[src/rtl/pc_return_stack_pkg.sv]
// ----------------------------------------------------------------------------
// rstack_pkg
// Shared sizing and types for the PC return stack.
//   RS_AW      : width of one stored return address (matches the PC width)
//   RS_DEPTH   : number of stack entries (power of two, >= 2)
//   ret_addr_t : one stored return address
//   rs_level_t : occupancy count, able to hold 0..RS_DEPTH
// ----------------------------------------------------------------------------
package rstack_pkg;

    localparam int RS_AW    = 5;
    localparam int RS_DEPTH = 8;

    typedef logic [RS_AW-1:0]               ret_addr_t;
    typedef logic [$clog2(RS_DEPTH+1)-1:0]  rs_level_t;

endpackage : rstack_pkg

[src/rtl/pc_return_stack.sv]
// ----------------------------------------------------------------------------
// pc_return_stack
// LIFO of program-counter return addresses. CALL pushes the return address,
// RET pops the top entry, which is presented combinationally on `top` in the
// same cycle as the pop so the PC counter can load it at that clock edge.
//
// Ports
//   clk        in   1    clock, rising edge
//   rst_       in   1    asynchronous reset, active low
//   push       in   1    push push_data this cycle (CALL)
//   push_data  in   AW   return address to store
//   pop        in   1    pop top entry this cycle (RET)
//   top        out  AW   current top of stack, 0 when empty
//   empty      out  1    no entries held
//   full       out  1    DEPTH entries held
//   level      out  LW   number of entries held (0..DEPTH)
//   err_clr    in   1    clears ovf/unf             (RSTACK_ERR_EN only)
//   ovf        out  1    sticky: push seen while full (RSTACK_ERR_EN only)
//   unf        out  1    sticky: pop seen while empty (RSTACK_ERR_EN only)
//
// Configuration
//   RSTACK_ERR_EN : when defined, adds the sticky overflow/underflow flags and
//                   their clear input. When undefined those ports do not exist
//                   and overflow/underflow are silently dropped.
// ----------------------------------------------------------------------------
module pc_return_stack
    import rstack_pkg::*;
#(
    parameter int  AW    = RS_AW,
    parameter int  DEPTH = RS_DEPTH,
    localparam int LW    = $clog2(DEPTH + 1),
    localparam int IW    = $clog2(DEPTH)
) (
    input  logic          clk,
    input  logic          rst_,
    input  logic          push,
    input  logic [AW-1:0] push_data,
    input  logic          pop,
    output logic [AW-1:0] top,
    output logic          empty,
    output logic          full,
    output logic [LW-1:0] level
`ifdef RSTACK_ERR_EN
    ,
    input  logic          err_clr,
    output logic          ovf,
    output logic          unf
`endif
);

    logic [AW-1:0] mem_q [DEPTH];
    logic [LW-1:0] level_q;
    logic [LW-1:0] level_d;
    logic          wr_en_s;
    logic [IW-1:0] wr_idx_s;
    logic [IW-1:0] top_idx_s;
    logic [LW-1:0] level_m1_s;
    logic          empty_s;
    logic          full_s;
`ifdef RSTACK_ERR_EN
    logic          ovf_q;
    logic          ovf_d;
    logic          unf_q;
    logic          unf_d;
`endif

    // Occupancy decode and the index of the current top entry.
    always_comb begin
        empty_s    = (level_q == {LW{1'b0}});
        full_s     = (level_q == LW'(DEPTH));
        level_m1_s = level_q - LW'(1);
        top_idx_s  = level_m1_s[IW-1:0];
    end

    // Next-state for level, the storage write port and the error flags.
    always_comb begin
        level_d  = level_q;
        wr_en_s  = 1'b0;
        wr_idx_s = level_q[IW-1:0];
`ifdef RSTACK_ERR_EN
        ovf_d    = ovf_q & ~err_clr;
        unf_d    = unf_q & ~err_clr;
`endif
        case ({push, pop})
            2'b11: begin
                if (!empty_s) begin
                    // Tail call: overwrite the top entry in place.
                    wr_en_s  = 1'b1;
                    wr_idx_s = top_idx_s;
                end else begin
                    // Nothing to pop: behaves as a plain push into slot 0.
                    wr_en_s  = 1'b1;
                    wr_idx_s = {IW{1'b0}};
                    level_d  = LW'(1);
`ifdef RSTACK_ERR_EN
                    unf_d    = 1'b1;
`endif
                end
            end
            2'b10: begin
                if (!full_s) begin
                    wr_en_s  = 1'b1;
                    wr_idx_s = level_q[IW-1:0];
                    level_d  = level_q + LW'(1);
                end else begin
`ifdef RSTACK_ERR_EN
                    ovf_d    = 1'b1;
`endif
                    level_d  = level_q;
                end
            end
            2'b01: begin
                if (!empty_s) begin
                    level_d  = level_m1_s;
                end else begin
`ifdef RSTACK_ERR_EN
                    unf_d    = 1'b1;
`endif
                    level_d  = level_q;
                end
            end
            default: begin
                level_d  = level_q;
            end
        endcase
    end

    // Occupancy register; reset discards every entry.
    always_ff @(posedge clk or negedge rst_) begin
        if (!rst_) begin
            level_q <= {LW{1'b0}};
        end else begin
            level_q <= level_d;
        end
    end

`ifdef RSTACK_ERR_EN
    // Sticky error flags; a set event beats a simultaneous clear.
    always_ff @(posedge clk or negedge rst_) begin
        if (!rst_) begin
            ovf_q <= 1'b0;
            unf_q <= 1'b0;
        end else begin
            ovf_q <= ovf_d;
            unf_q <= unf_d;
        end
    end

    assign ovf = ovf_q;
    assign unf = unf_q;
`endif

    // Entry storage; contents are meaningless until written, so no reset.
    always_ff @(posedge clk) begin
        if (wr_en_s) begin
            mem_q[wr_idx_s] <= push_data;
        end
    end

    // Top is read combinationally so it is valid in the same cycle as pop.
    always_comb begin
        if (empty_s) begin
            top = {AW{1'b0}};
        end else begin
            top = mem_q[top_idx_s];
        end
    end

    assign empty = empty_s;
    assign full  = full_s;
    assign level = level_q;

endmodule : pc_return_stack

[config.mk]
export PLATFORM = sky130hd
export DESIGN_NAME = pc_return_stack
export DESIGN_NICKNAME = d
export VERILOG_FILES = /design/src/rtl/pc_return_stack_pkg.sv /design/src/rtl/pc_return_stack.sv
export SDC_FILE = /design/constraint.sdc
export NUM_CORES = 1
export LEC_CHECK = 0
export CAP_MARGIN = 30
export CORE_ASPECT_RATIO = 1.2
export CORE_MARGIN = 2
export CORE_UTILIZATION = 51
export CTS_CLUSTER_DIAMETER = 120
export DETAILED_ROUTE_END_ITERATION = 7
export MAX_ROUTING_LAYER = met4
export PLACE_DENSITY = 0.75
export SLEW_MARGIN = 20
export SYNTH_ARGS = -nofsm -noshare
export SYNTH_HDL_FRONTEND = slang
export SYNTH_SLANG_ARGS = --single-unit
[constraint.sdc]
create_clock -name clk -period 2.5 [get_ports clk]
set_input_delay 0.375 -clock clk [delete_from_list [all_inputs] [get_ports clk]]
set_output_delay 0.375 -clock clk [all_outputs]
set_load 0.005 [all_outputs]
# After elaboration in Yosys (flattened, before gate mapping)
# Memory sizes are Yosys's and may differ from the RTL's.
# Cells that the tools add are included.
[word_totals] regBits=4 latchBits=0 ram_bits=40 romBits=0 out_inout_bits=11 wordCells=25 memories=1
[mem_list] memory="mem_q" words=8 word_bits=5 rd=1 rd_clocked_by_memory_dff=0 wr=1 line_no="pc_return_stack.sv:51" source="logic [AW-1:0] mem_q [DEPTH];"
[op_classes] n_addsub=2 multipliers=0 n_div=0 n_lt_le_gt_ge=0 n_eq_ne=7 shifts=0 muxes=11 n_bitwise=0 n_reduce_logical=3
[op_table] op="4-bit 2-to-1 mux" count=3
[op_table] op="4-bit case mux with 3 select lines" count=1
[op_table] op="3-bit 2-to-1 mux" count=2
[op_table] op="2-bit inequality test (second input constant)" count=3
[op_table] op="5-bit 2-to-1 mux" count=1
[op_table] op="4-bit by 1-bit adder with 4-bit output (second input constant)" count=1
[op_table] op="2-bit == test (second input constant)" count=2
[op_table] op="4-bit == test (second input constant)" count=1
[op_table] op="4-bit zero test" count=1
[op_table] op="4-bit AND reduction" count=1
[op_table] op="4-bit by 1-bit subtractor with 4-bit output (second input constant)" count=1
[op_table] op="1-bit 2-to-1 mux" count=3
[op_table] op="3-bit nonzero test" count=1
[op_table] op="2-bit by 1-bit == test with 1-bit output (second input constant)" count=1
[op_table] op="1-bit case mux with 2 select lines" count=1

# Logic depth before layout (Yosys ltp)
# Gate-level depths: netlist of the first run.
[logic_depth] ltp_word=5 mapped_depth=9

# Worst setup path after synthesis of the first run
# Ideal clock, no wire load.
[synth_path] kind="register to register" startpoint="register level_q[0], in the netlist level[0]" endpoint="memory mem_q[5][0] (netlist bit), enable pin" setup_time_ps=374 arrival_time_ps=2160 required_time_ps=2126 slack_ps=-33 stages_incl_launch_ff=8 synth_period_minus_slack_ps=2533 cell_sequence="dfrtp_1 buf_4 buf_2 inv_1 ha_1 and3b_1 o32a_1 nor3_1"
[synth_between] elab_chain_len=5
[synth_lines] item="from (decl)" line_no="pc_return_stack.sv:52" source="logic [LW-1:0] level_q;"
[synth_lines] item="from (signal assigned)" line_no="pc_return_stack.sv:131" source="level_q <= {LW{1'b0}};"
[synth_lines] item="from (signal assigned)" line_no="pc_return_stack.sv:133" source="level_q <= level_d;"
[synth_lines] item="4-bit == test" line_no="pc_return_stack.sv:70" source="full_s = (level_q == LW'(DEPTH));"
[synth_lines] item="net full" line_no="pc_return_stack.sv:41" source="output logic full,"
[synth_lines] item="1-bit 2-to-1 mux" line_no="pc_return_stack.sv:101" source="if (!full_s) begin"
[synth_lines] item="1-bit case mux with 2 select lines" line_no="pc_return_stack.sv:84" source="case ({push, pop})"
[synth_lines] item="1-bit 2-to-1 mux" line_no="pc_return_stack.sv:155" source="if (wr_en_s) begin"
[synth_lines] item="1-bit 2-to-1 mux (implied by the code)" line_no="pc_return_stack.sv:156" source="mem_q[wr_idx_s] <= push_data;"
[synth_lines] item="to (decl)" line_no="pc_return_stack.sv:51"
# The timed path passes the listed nets, and every way through them passes these cells.

# Worst setup path in the final report of the first run
[layout_path] startpoint="register level_q[0], in the netlist level[0]" endpoint="output port empty"
[layout_between] elab_chain_len=1
[layout_lines] item="4-bit zero test" line_no="pc_return_stack.sv:69" source="empty_s = (level_q == {LW{1'b0}});"
[layout_lines] item="to (decl)" line_no="pc_return_stack.sv:40" source="output logic empty,"
# No other way between the ends.

==> results.yml, run 1 <==
cts:
  cts_buffers: 5
  clockBufferDepth: 2
  clkSinkCount: 44
  cts-hold-fix-buffers: 0
  cts_max_level: 2
  insertion_delay_ns: 0.29
  cts_tree: "done"
  cts-root-buf: "clkbuf_8"
  clkTransAtPathRegs_ns: 0.08
global_routing:
  grt_pass1_vias: 1335
  grt_pass1_wl_um: 6640
  grt-busiest-layer: "met2"
  antenna_found_initial: 0
  grt_util_met2: 0.381
  gr-total-overflow: 0
  use_met1: 0.216
  grt_max_degree: 19
  gr-usage-all-layers: 0.204
  use_met3: 0.0348
placement:
  numPortBuffers: 19
  dpl_worst_slack_ns: 0.0341
  dpl.hpwl_um: 3080
  place_inst: 224
  postPlaceCellArea_um2: 2460
  gp_congestion: 0.907
final_layout:
  design_area_um2: 2630
  area_growth_pct: 25.6
  fin_nets: 195
  fin_cells: 234
  fill_cells: 305
  diodes: 0
  drive_gt1_frac: 0.278
routing:
  drt_wl_total_um: 4260
  routed_via_density: 5.71
  drtPass1Iterations: 4
  post-route-drc-count: 0
  wl_per_cell_um: 18.2
  vias: 1336
  ant_nets: 0
  drt_iter0_markers: 96
logic_synthesis:
  netlist_area_um2: 2090
  synth-seq-cells: 44
  yosys_warnings: 0
  synth_edf_count: 40
  synth.distinct_cells: 34
  ys_async_sr_fraction: 0.0909
  ys.flop_type: "edfxtp_1"
  syn_nets: 153
  netlist_instances: 137
  synth-seq-area-share: 0.621
  synth.avg_cell_area_um2: 15.3
status:
  status: "complete, no violations"
pwr:
  ir_drop_mv: 0.694
  powerDensity_nw_per_um2: 1140
  p_leak_nw: 0.990
job:
  drv_cap: 0
setup_path:
  crit_arrival_ns: 1.96
  slowest_delay_ns: 0.50
  path_delay_family: "buffers and inverters"
  path_cells: "inv_2, ha_4, nor3b_2, buf_4, clkdlybuf4s50_1"
  end_kind: "primary output"
  worst-path-max-fanout: 5
  cp.required_ns: 2.12
  cp_num_buf_inv: 3
  slowest_stage: "clkdlybuf4s50_1"
  path_class: "flip-flop to primary output"
  cp-start-kind: "flip-flop"
timing:
  fmax_mhz: 429
  period_needed_ns: 2.33
  clock_skew_ns: 0.00617
  timing.slew.headroom: 0.658
  slew_viol_final: 0
  hold_viol: 0
  fin_ws_ns: 0.169
  period_share: 0.932
  tightest_slew_ns: 0.508
  setup_viol: 0
  rsz0062_at_grt: "no"
floorplan:
  core_um2: 3940
  die_y_um: 74.2
  pin_count: 20
  start_util: 0.531
  die_w_um: 62.5
  rows: 25
  die-area_um2: 4640
worst_hold_path:
  hold_path_class: "primary input to asynchronous set/reset pin"
-- synthesized netlist by cell type, types with 2 or more instances --
cell type,count,area (µm²)
edfxtp_1,40,1200
mux4_2,10,225
nor3_1,9,45.0
nor2_1,8,30.0
ha_1,7,87.6
inv_1,7,26.3
mux2i_1,7,70.1
nand2_1,7,26.3
o21ai_0,6,30.0
a21oi_1,5,25.0
dfrtp_1,4,100
a21o_1,2,15.0
buf_6,2,22.5
mux2_2,2,22.5
nand2b_1,2,12.5
-- routing by layer --
| layer | routed length (µm) | vias up |
|---|---|---|
| met3 | 124 | 8 |
| met5 | 0 | - |
| met2 | 2350 | 33 |
| met4 | 86 | 0 |
| li1 | - | 615 |
| met1 | 1690 | 680 |
-- cell families after synthesis --
group / synth area share
flip-flops: 0.621
buffers and inverters: 0.0329
multiplexers: 0.152
adder cells (fa/ha/maj): 0.0418
AO/OA/AOI/OAI: 0.0693
XOR/XNOR: 0.00418
AND/OR/NAND/NOR: 0.0789
-- layout by cell type, fill, tap and decap left out, types with 2 or more instances in the layout --
cell type,instances
buf_6,3
edfxtp_1,40
mux4_2,10
mux2_2,2
ha_4,2
o21ai_0,6
buf_4,19
a21o_1,2
dfrtp_1,4
dlygate4sd2_1,3
nor3_1,9
ha_1,5
dlymetal6s2s_1,2
clkdlybuf4s50_1,14
nor2_1,8
nand2b_1,2
inv_2,2
a21oi_1,5
clkbuf_8,5
mux2i_1,7
nand2_1,7
inv_1,5
-- flip-flops by register name, summed over array words and instances (netlist names) --
signal	flops
level	4
mem_q	40
-- where the power goes --
part	switching [mW]	total, mW	internal (mW)
combinational	0.683	1.49	0.804
sequential	0.0584	0.978	0.920
clock	0.230	0.526	0.295
-- final cells by class --
cell class,count,area [µm²],share of cell area
Timing Repair Buffer,41,368,0.140
Tap cell,54,67.6,0.0257
Inverter,7,26.3,0.00999
Sequential cell,44,1300,0.495
Clock inverter,3,42.5,0.0162
Clock buffer,5,68.8,0.0262
Multi-Input combinational cell,80,757,0.288
-- path summary, 6_finish.rpt --
path,depth (start not counted),endpoint,startpoint,slack [ns]
min in group clk,2,level[1],level[1],0.64
worst min register to register,2,level[1],level[1],0.64
worst min-delay path,1,level[0],rst_,0.27
worst max register to register,6,mem_q[1][3],level[2],0.39
worst max-delay path,5,empty,level[0],0.17
max in group asynchronous,1,level[1],rst_,2.07
-- through the flow --
stage | utilization | TNS (ns) | hold WS, ns | power (mW)
CTS | 0.660 | 0 | 0.270 | 2.97
finish | 0.668 | 0 | 0.271 | 2.99
detailed placement | 0.624 | 0 | 0.586 | 2.42
global route | 0.668 | 0 | 0.272 | 3.14
global placement | 0.624 | 0 | 0.570 | 2.39
floorplan | - | -0.821 | 0.0794 | 1.80
-- what timing repair did --
item	in CTS	in global routing
gates cloned	0	0
setup buffers	1	1
setup endpoints to repair	5	2
gates resized for setup	9	5
Note: power is estimated with default switching activity, not from simulation.
==> inputs of run 2 (changes only) <==
clock period = 1.9 ns   (was 2.5 ns; I/O delays follow)
==> run 2 against run 1 <==
Against the previous run:
- the run now ends with setup timing left
- critical path depth rose by 2
- combinational power rose by 68%
- cell area grew 14%
- clock skew rose by 0.0027 ns
- via count up 6.9%
- power increased by 48%
- core utilization increased by 9.1 points
- sequential cell count unchanged
- clock power grew 15%
- hold slack lost 0.098 ns
- wire length increased by 14%
- register-to-register slack got worse by 0.53 ns
- largest cell class unchanged
==> results.yml, run 2 (synthesis gave the netlist of run 1 again) <==
final_layout:
  design_area_um2: 2990
  largest-register: "mem_q"
  largest_reg_flops: 40
  fin_nets: 214
  diodes: 0
  final_cell_mix: "40 x edfxtp_1, 31 x buf_4, 11 x clkdlybuf4s50_1"
  final_common_cell: "edfxtp_1"
  drive_gt1_frac: 0.487
  area_growth_pct: 42.8
cts:
  cts_tree: "done"
  cts_buffers: 5
  insertion_delay_ns: 0.30
  clkSinkCount: 44
  clockBufferDepth: 2
  cts_max_level: 2
  clkTransAtPathRegs_ns: 0.09
  cts-root-buf: "clkbuf_8"
floorplan:
  pin_count: 20
  die_y_um: 74.2
  die_w_um: 62.5
  core_um2: 3940
  rows: 25
  die-area_um2: 4640
  start_util: 0.531
pwr:
  power_switching_share: 0.363
  seq_power_share: 0.296
  switchingPower_mw: 1.61
  ir_drop_mv: 0.929
  p_comb_frac: 0.567
  clkPwrFrac: 0.137
  p_leak_nw: 1.15
  powerDensity_nw_per_um2: 1480
  intPower_mw: 2.82
setup_path:
  path_cells: "inv_6, ha_4, buf_6, mux4_2, mux2i_1, nor2_1, buf_2"
  cp-start-kind: "flip-flop"
  worst-path-max-fanout: 5
  cp.required_ns: 1.62
  slowest_stage: "dfrtp_2"
  end_kind: "primary output"
  crit_arrival_ns: 1.85
  slowest_delay_ns: 0.43
  path_class: "flip-flop to primary output"
global_routing:
  antenna_found_initial: 0
  gr-usage-all-layers: 0.248
  grt_pass1_vias: 1568
  gr-total-overflow: 0
  grt_pass1_wl_um: 7940
  grt_max_degree: 19
placement:
  postPlaceCellArea_um2: 2720
  dpl_worst_slack_ns: -0.364
  numPortBuffers: 19
  dpl.hpwl_um: 3350
  gp_congestion: 0.915
timing:
  slew_viol_final: 0
  fmax_mhz: 468
  period_needed_ns: 2.14
  period_share: 1.12
  tns_ns: -3.94
  hold_viol: 0
  fin_ws_ns: -0.237
  timing.slew.headroom: 0.658
  setup_viol: 45
  tightest_slew_ns: 0.513
  rsz0062_at_grt: "yes"
  clock_skew_ns: 0.00890
  hold_slack_ns: 0.173
worst_hold_path:
  hold_path_class: "primary input to asynchronous set/reset pin"
routing:
  ant_nets: 0
  routed_via_density: 5.64
  drtPass1Iterations: 4
  vias: 1428
  drt_wl_total_um: 4870
  post-route-drc-count: 0
  wl_per_cell_um: 19.2
  drt_iter0_markers: 74
job:
  drv_cap: 0
status:
  violations: "setup timing"
  status: "finished, violations left"
## run 2: changes by cell type in the layout (fill, tap and decap cells not counted), moves of 2 or more
cell             previous run  this run
buf_4                      19        31
nor3_1                      9         0
nor3_4                      0         9
buf_2                       0         5
buf_6                       3         7
buf_12                      0         3
clkdlybuf4s50_1            14        11
inv_6                       0         3
o21ai_0                     6         3
dfrtp_1                     4         2
dfrtp_2                     0         2
ha_2                        0         2
o21ai_4                     0         2
## run 2: repair_timing
action                     4_1_cts  5_1_grt
hold buffers                     0        0
buffers inserted                12        0
setup endpoints to repair       47       49
pin swaps                        6        5
hold endpoints to repair         0        0
gates resized for setup         44        4
## run 2: path summary, 6_finish.rpt
kind	slack, ns	from	to	cells past startpoint
setup / recovery	-0.24	level[0]	top[1]	7
hold / removal	0.17	rst_	level[3]	1
setup reg to reg	-0.14	level[0]	mem_q[5][1]	9
hold reg to reg	0.62	level[1]	level[1]	2
max in group asynchronous	1.54	rst_	level[0]	1
min in group clk	0.62	level[1]	level[1]	2
## run 2: per-stage QoR
stage,std cells,util,power [mW]
6_report,253,0.759,4.42
5_1_grt,253,0.759,4.65
4_1_cts,253,0.754,4.39
3_5_place_dp,234,0.690,3.56
3_3_place_gp,234,0.690,3.51
2_1_floorplan,137,-,2.67
## run 2: power groups by stage
stage / clock network (mW) / logic (mW) / registers, mW
floorplan: 0 / 1.39 / 1.28
global placement: 0 / 2.21 / 1.30
detailed placement: 0 / 2.24 / 1.31
CTS: 0.618 / 2.47 / 1.31
global route: 0.643 / 2.69 / 1.32
finish: 0.604 / 2.51 / 1.31
## run 2: worst max-delay path: cells and delay by family (launching register included)
| family | cells | cell delay, ns |
|---|---|---|
| DFF | 1 | 0.43 |
| and+or+nand+nor | 1 | 0.06 |
| muxes | 2 | 0.46 |
| adders and majority gates | 1 | 0.29 |
| buffers and inverters | 3 | 0.30 |
## run 2: layout make-up
type	count	area, µm²
sequential	44	1300
multi-input combinational	80	956
fill	250	951
timing repair buffer	60	537
clock buffer	5	68.8
tap	54	67.6
inverter	7	31.3
clock inverter	3	26.3
## run 2: per-layer routing
metal  share of wire  up-vias  GRT usage
li1                -      656          -
met1            0.36      706      0.263
met2            0.55       47      0.438
met3           0.042       19     0.0514
met4           0.042        0      0.143
met5               0        -          -
==> inputs of run 3 (changes only) <==
CTS_CLUSTER_DIAMETER = not set   (was 120)
==> results of run 3 <==
No change in the layout: final DEF, timing and power equal those of run 2.
